File: src/rtl/misc_arbiter.sv
// Two-requester round-robin front end for the misc/I-O manager.
// Serialises requests into one manager command at a time and returns each result to its requester.
module misc_arbiter #(
    parameter int DATA_SIZE = 16
) (
    input  logic                 clk,
    input  logic                 rstn,
    input  logic [1:0]           req_valid,
    output logic [1:0]           req_ready,
    input  logic [3:0]           req0_op,
    input  logic [DATA_SIZE-1:0] req0_port,
    input  logic [DATA_SIZE-1:0] req0_data,
    input  logic [3:0]           req1_op,
    input  logic [DATA_SIZE-1:0] req1_port,
    input  logic [DATA_SIZE-1:0] req1_data,
    output logic [1:0]           resp_valid,
    output logic                 resp_err,
    output logic [DATA_SIZE-1:0] resp_data,
    output logic                 mm_cs,
    output logic [3:0]           mm_op,
    output logic [DATA_SIZE-1:0] mm_port,
    output logic [DATA_SIZE-1:0] mm_data,
    input  logic [DATA_SIZE-1:0] mm_result
);

    localparam logic [3:0] OP_NOP = 4'b1111;

    typedef enum logic [1:0] {
        S_IDLE,
        S_ISSUE,
        S_WAIT,
        S_RESP
    } state_t;

    state_t               state_q, state_d;
    logic                 ptr_q, ptr_d;       // requester favoured when both are valid
    logic                 idx_q, idx_d;
    logic                 mm_cs_q, mm_cs_d;
    logic [3:0]           mm_op_q, mm_op_d;
    logic [DATA_SIZE-1:0] mm_port_q, mm_port_d;
    logic [DATA_SIZE-1:0] mm_data_q, mm_data_d;
    logic [1:0]           resp_valid_q, resp_valid_d;
    logic                 resp_err_q, resp_err_d;
    logic [DATA_SIZE-1:0] resp_data_q, resp_data_d;

    logic                 gnt;
    logic                 accept;
    logic [3:0]           sel_op;
    logic [DATA_SIZE-1:0] sel_port;
    logic [DATA_SIZE-1:0] sel_data;

    always_comb begin
        gnt       = 1'b0;
        req_ready = 2'b00;
        case (req_valid)
            2'b01:   gnt = 1'b0;
            2'b10:   gnt = 1'b1;
            2'b11:   gnt = ptr_q;
            default: gnt = 1'b0;
        endcase
        // Gated by rstn so the strobe is forced low for the whole reset, not just after an edge.
        if (state_q == S_IDLE && rstn && (req_valid != 2'b00)) begin
            req_ready[gnt] = 1'b1;
        end
        accept   = (req_ready != 2'b00);
        sel_op   = gnt ? req1_op   : req0_op;
        sel_port = gnt ? req1_port : req0_port;
        sel_data = gnt ? req1_data : req0_data;
    end

    always_comb begin
        state_d      = state_q;
        ptr_d        = ptr_q;
        idx_d        = idx_q;
        mm_cs_d      = mm_cs_q;
        mm_op_d      = mm_op_q;
        mm_port_d    = mm_port_q;
        mm_data_d    = mm_data_q;
        resp_valid_d = 2'b00;
        resp_err_d   = resp_err_q;
        resp_data_d  = resp_data_q;
        case (state_q)
            S_IDLE: begin
                if (accept) begin
                    idx_d = gnt;
                    ptr_d = ~gnt;
                    if (sel_op[3:2] == 2'b00) begin
                        mm_op_d   = sel_op;
                        mm_port_d = sel_port;
                        mm_data_d = sel_data;
                        mm_cs_d   = sel_op[1];
                        state_d   = S_ISSUE;
                    end else begin
                        resp_valid_d[gnt] = 1'b1;
                        resp_err_d        = 1'b1;
                        resp_data_d       = '0;
                        state_d           = S_RESP;
                    end
                end
            end
            S_ISSUE: state_d = S_WAIT;
            S_WAIT: begin
                resp_valid_d[idx_q] = 1'b1;
                resp_err_d          = 1'b0;
                resp_data_d         = mm_result;
                mm_cs_d             = 1'b0;
                mm_op_d             = OP_NOP;
                mm_port_d           = '0;
                mm_data_d           = '0;
                state_d             = S_RESP;
            end
            S_RESP:  state_d = S_IDLE;
            default: state_d = S_IDLE;
        endcase
    end

    always_ff @(posedge clk or negedge rstn) begin
        if (!rstn) begin
            state_q      <= S_IDLE;
            ptr_q        <= 1'b0;
            idx_q        <= 1'b0;
            mm_cs_q      <= 1'b0;
            mm_op_q      <= OP_NOP;
            mm_port_q    <= '0;
            mm_data_q    <= '0;
            resp_valid_q <= 2'b00;
            resp_err_q   <= 1'b0;
            resp_data_q  <= '0;
        end else begin
            state_q      <= state_d;
            ptr_q        <= ptr_d;
            idx_q        <= idx_d;
            mm_cs_q      <= mm_cs_d;
            mm_op_q      <= mm_op_d;
            mm_port_q    <= mm_port_d;
            mm_data_q    <= mm_data_d;
            resp_valid_q <= resp_valid_d;
            resp_err_q   <= resp_err_d;
            resp_data_q  <= resp_data_d;
        end
    end

    assign mm_cs      = mm_cs_q;
    assign mm_op      = mm_op_q;
    assign mm_port    = mm_port_q;
    assign mm_data    = mm_data_q;
    assign resp_valid = resp_valid_q;
    assign resp_err   = resp_err_q;
    assign resp_data  = resp_data_q;

endmodule

File: config.mk
export PLATFORM = sky130hd
export DESIGN_NAME = misc_arbiter
export DESIGN_NICKNAME = d
export VERILOG_FILES = /design/src/rtl/misc_arbiter.sv
export SDC_FILE = /design/constraint.sdc
export NUM_CORES = 1
export LEC_CHECK = 0
export CAP_MARGIN = 30
export CORE_UTILIZATION = 40
export CTS_CLUSTER_SIZE = 16
export DETAILED_ROUTE_END_ITERATION = 10
export MAX_ROUTING_LAYER = met4
export PLACE_DENSITY = 0.81
export SYNTH_ARGS = -nofsm -noshare
export SYNTH_HDL_FRONTEND = slang
export SYNTH_SLANG_ARGS = --single-unit
File: constraint.sdc
create_clock -name clk -period 2.2 [get_ports clk]
set_clock_uncertainty 0.2 [all_clocks]
set_input_delay 0.33 -clock clk [delete_from_list [all_inputs] [get_ports clk]]
set_output_delay 0.33 -clock clk [all_outputs]
set_load 0.03 [all_outputs]
==> key figures <==
Synth
  – Mux share of post-synthesis cell area: 13.17%
  – Synthesis warning total: 0
  – Largest family of logic cells by synthesized area: compound AO/OA/AOI/OAI gates
  – Post-synthesis instance total: 240
  – Synth Area in Adders: 1.291%
  – Post-synthesis xor/xnor area fraction: 0%
  – Synth cell types: 32
  – Seq/Total Area, Yosys: 51.81%
  – Simple-Gate Fraction of Synth Area: 6.928%
  – Flop and latch count out of synthesis: 60
  – Syn_nets: 335
  – Syn Area/Cell: 12.12 µm²
  – Synth Area in Compound Gates: 21.90%
  – Synthesized area: 2908 µm²

Floorplan
  – Chip width: 87.26 µm
  – I/O pins: 150
  – Starting Density: 42.10%
  – Die Y: 87.26 µm
  – Core ar.: 6907 µm²
  – Die area: between 7000 and 8000 µm²
  – Site Rows: 30

STA
  – Max Freq: 0.4725 GHz
  – Final setup violation count: 0
  – Final slew viol count: 0
  – Slew headroom: 71.18%
  – RSZ-0062 raised after global routing: false
  – Worst Tran Pin Value: 430.7 ps
  – Final hold violations: 0
  – Fin crit period: around 2100 ps
  – Final period util: 96.20%
  – Final setup TNS: 0 ps

GRT
  – Gr ovfl total: 0
  – Vias in the first global route: 2,501
  – Pin count of the biggest net entering global routing: 50
  – Antenna violations before repair: 0
  – First-pass GRT wire length: 11,720 µm
  – GRT Total Usage: 20.83%

Critical path
  – R2R Path Start: ptr_q
  – Critical path startpoint: rstn
  – CP Data Required Time: 1670 ps
  – Crit path capture type: output port
  – CP top delay family: buffers and inverters
  – CP max-delay cell: dlygate4sd3_1
  – Worst path bufs/invs: 4
  – Data arrival time of the critical path: 1590 ps
  – CP max FO: 4
  – Crit path cell chain: dlygate4sd3_1, buf_2, o211ai_1, buf_4, nor2_2, buf_6
  – CP Class: in -> out
  – CP peak stage delay: between 500 and 600 ps
  – Critical Path Start Type: input port

Power
  – Clock power share: between 10% and 20%
  – Sw frac: 39.45%
  – Leakage: 2.056 nW
  – Seq pwr share: 29.1%
  – Cell Int Power: 3.644 mW
  – PwrDens: 1253 nW/µm²
  – Combinational power share: 52.9%
  – Peak supply drop: about 0.92 mV
  – Total net switching power: 2.374 mW

CTS
  – Max clock buf depth: 2
  – CTS tree: built
  – CTS buffer count: 9
  – CTS H-tree depth: 3
  – Clock latency on the worst-skew pair: between 300 and 400 ps
  – Clk sink count: 60
  – Register clock-pin slew on the reported worst setup and hold paths: 60 ps
  – Post-CTS Setup Bufs: 0
  – Clock Tree Root: clkbuf_8

Place
  – Cell total after placement: 482
  – Placed wire-length estimate: around 5600 µm
  – GP Congestion: slightly below 0.8
  – I/O Buffers: 149

Min path
  – Hold_sp: resp_data[1]
  – Hold Path Class: reg -> reg

Route
  – Initial DRC count: 48
  – Vias per cell: 4.894
  – Post-DRT Antenna Nets: 0
  – Routed len/inst: 15.10 µm
  – Number of detailed-route iterations in the first pass: 4
  – Routed WL: between 7000 and 8000 µm
  – DRC: 0
  – Vias: between 2,000 and 2,500

Final layout
  – Layout area overhead: 65.19%
  – Share of layout cells above drive strength 1: 16.38%
  – Register area: between 1500 and 2000 µm²
  – ANT cells: 0
  – Area of the multi-input gates: between 1000 and 1500 µm²
  – Nets: 493
  – Post-Layout Cell Count: about 500
  – Fillers: 543

Run
  – Max Cap Viol: 0

Outcome
  – Status: finished clean
## power by group through the flow
stage          combinational (mW)  clock, mW  sequential [mW]
2_1_floorplan                1.19          0             2.47
3_3_place_gp                 3.11          0             1.75
3_5_place_dp                 3.18          0             1.76
4_1_cts                      3.20       1.10             1.75
5_1_grt                      3.38       1.16             1.80
6_report                     3.18       1.08             1.75
## placed cells by master (no fill, tap or decap), types with 2 or more instances in the layout
master / n
clkdlybuf4s50_1: 146
a21o_1: 3
a22oi_1: 2
dfrtp_1: 56
buf_12: 5
bufinv_16: 2
o22ai_1: 2
clkbuf_8: 10
mux2_2: 2
buf_4: 11
a21oi_1: 2
mux2i_1: 36
nor2_1: 40
inv_1: 3
ha_1: 2
clkinv_2: 3
o21ai_0: 2
dfstp_2: 4
a211oi_2: 15
nor2_2: 2
a22o_1: 17
nand2_1: 3
a211oi_1: 17
## metrics by stage
stage          utilization, %  hold WS, ps  area (µm²)  power (mW)  worst slack, ps
6_report                69.55        302.6        4803       6.018            83.53
5_1_grt                 69.55        318.9        4803       6.339            5.974
4_1_cts                 69.35        310.2        4790       6.058            40.56
3_5_place_dp            66.00        234.2        4558       4.945           -75.30
3_3_place_gp            66.00        221.9        4558       4.862           -13.80
2_1_floorplan               -       -165.6        2908       3.662            195.4
## layer usage
metal	share of wire, %	up-vias	global-route usage, %
li1	-	1199	-
met1	41	1146	23.82
met2	51	92	36.15
met3	7.4	5	5.877
met4	0.66	0	4.918
met5	0	-	-
## cell type report
cell class	count	share of cell area [%]
Sequential cell	60	31.36
Clock inverter	5	1.563
Inverter	4	0.3126
Clock buffer	11	2.943
Multi-Input combinational cell	158	26.54
Timing Repair Buffer	165	34.77
Tap cell	96	2.501
## cells in the mapped netlist
| library cell | count | area (µm²) |
|---|---|---|
| a22o_1 | 17 | 148.9 |
| dfrtp_1 | 56 | 1401 |
| o21a_1 | 1 | 7.510 |
| o211a_4 | 1 | 17.52 |
| a22oi_1 | 2 | 15.01 |
| inv_1 | 4 | 15.01 |
| and2_1 | 1 | 6.260 |
| ha_1 | 3 | 37.54 |
| nand2_1 | 3 | 11.26 |
| and3_4 | 1 | 11.26 |
| a2bb2oi_4 | 1 | 26.28 |
| o22ai_1 | 2 | 12.51 |
| buf_4 | 5 | 37.54 |
| buf_6 | 4 | 45.04 |
| mux2_2 | 2 | 22.52 |
| nand2_2 | 1 | 6.260 |
| a21oi_1 | 2 | 10.01 |
| a21boi_2 | 1 | 11.26 |
| a211oi_1 | 17 | 127.6 |
| a21oi_4 | 1 | 16.27 |
| o21ai_2 | 1 | 8.760 |
| buf_2 | 9 | 45.04 |
| o21ai_0 | 2 | 10.01 |
| o31ai_1 | 1 | 7.510 |
| mux2i_1 | 36 | 360.4 |
| o211ai_1 | 1 | 7.510 |
| nand2b_1 | 1 | 6.260 |
| a21o_1 | 3 | 22.52 |
| nor2_1 | 41 | 153.9 |
| a211oi_2 | 15 | 187.7 |
| nor2_2 | 1 | 6.260 |
| dfstp_2 | 4 | 105.1 |
## cell families after synthesis
kind of cell,count (synthesis)
muxes,38
AOI/OAI and AO/OA,68
buffers and inverters,22
adders and majority gates,3
and+or+nand+nor,49
DFF,60
## sequential cells by signal, summed over array words and instances, names as in the netlist
name	flops
idx_q	1
mm_cs	1
mm_data	16
mm_op	4
mm_port	16
ptr_q	1
resp_data	16
resp_err	1
resp_valid	2
state_q	2
## what timing repair did
item                                    in CTS  in global routing
hold endpoints to repair                    56                  0
pin swaps                                    0                  0
resized for setup                            2                  3
hold buffers                                 1                  0
gates cloned                                 0                  0
endpoints found under the setup margin       1                  1
## worst register-to-register path, cell delays in order (launching register included)
cell	delay (ps)
dfrtp_1	380
nand2b_1	200
a21boi_2	250
o21a_2	230
buf_12	250
nor2_1	80
a211oi_1	250
## worst paths after layout
check / slack (ps) / to / cells past startpoint
setup / recovery: 80 / req_ready[1] / 6
hold / removal: 300 / resp_data[1] / 1
setup reg to reg: 260 / mm_data[13] / 6
hold reg to reg: 300 / resp_data[1] / 1
max in group asynchronous: 1050 / mm_op[1] / 3
min in group asynchronous: 400 / resp_data[7] / 3
No activity file was read; power rests on OpenSTA's default activity.
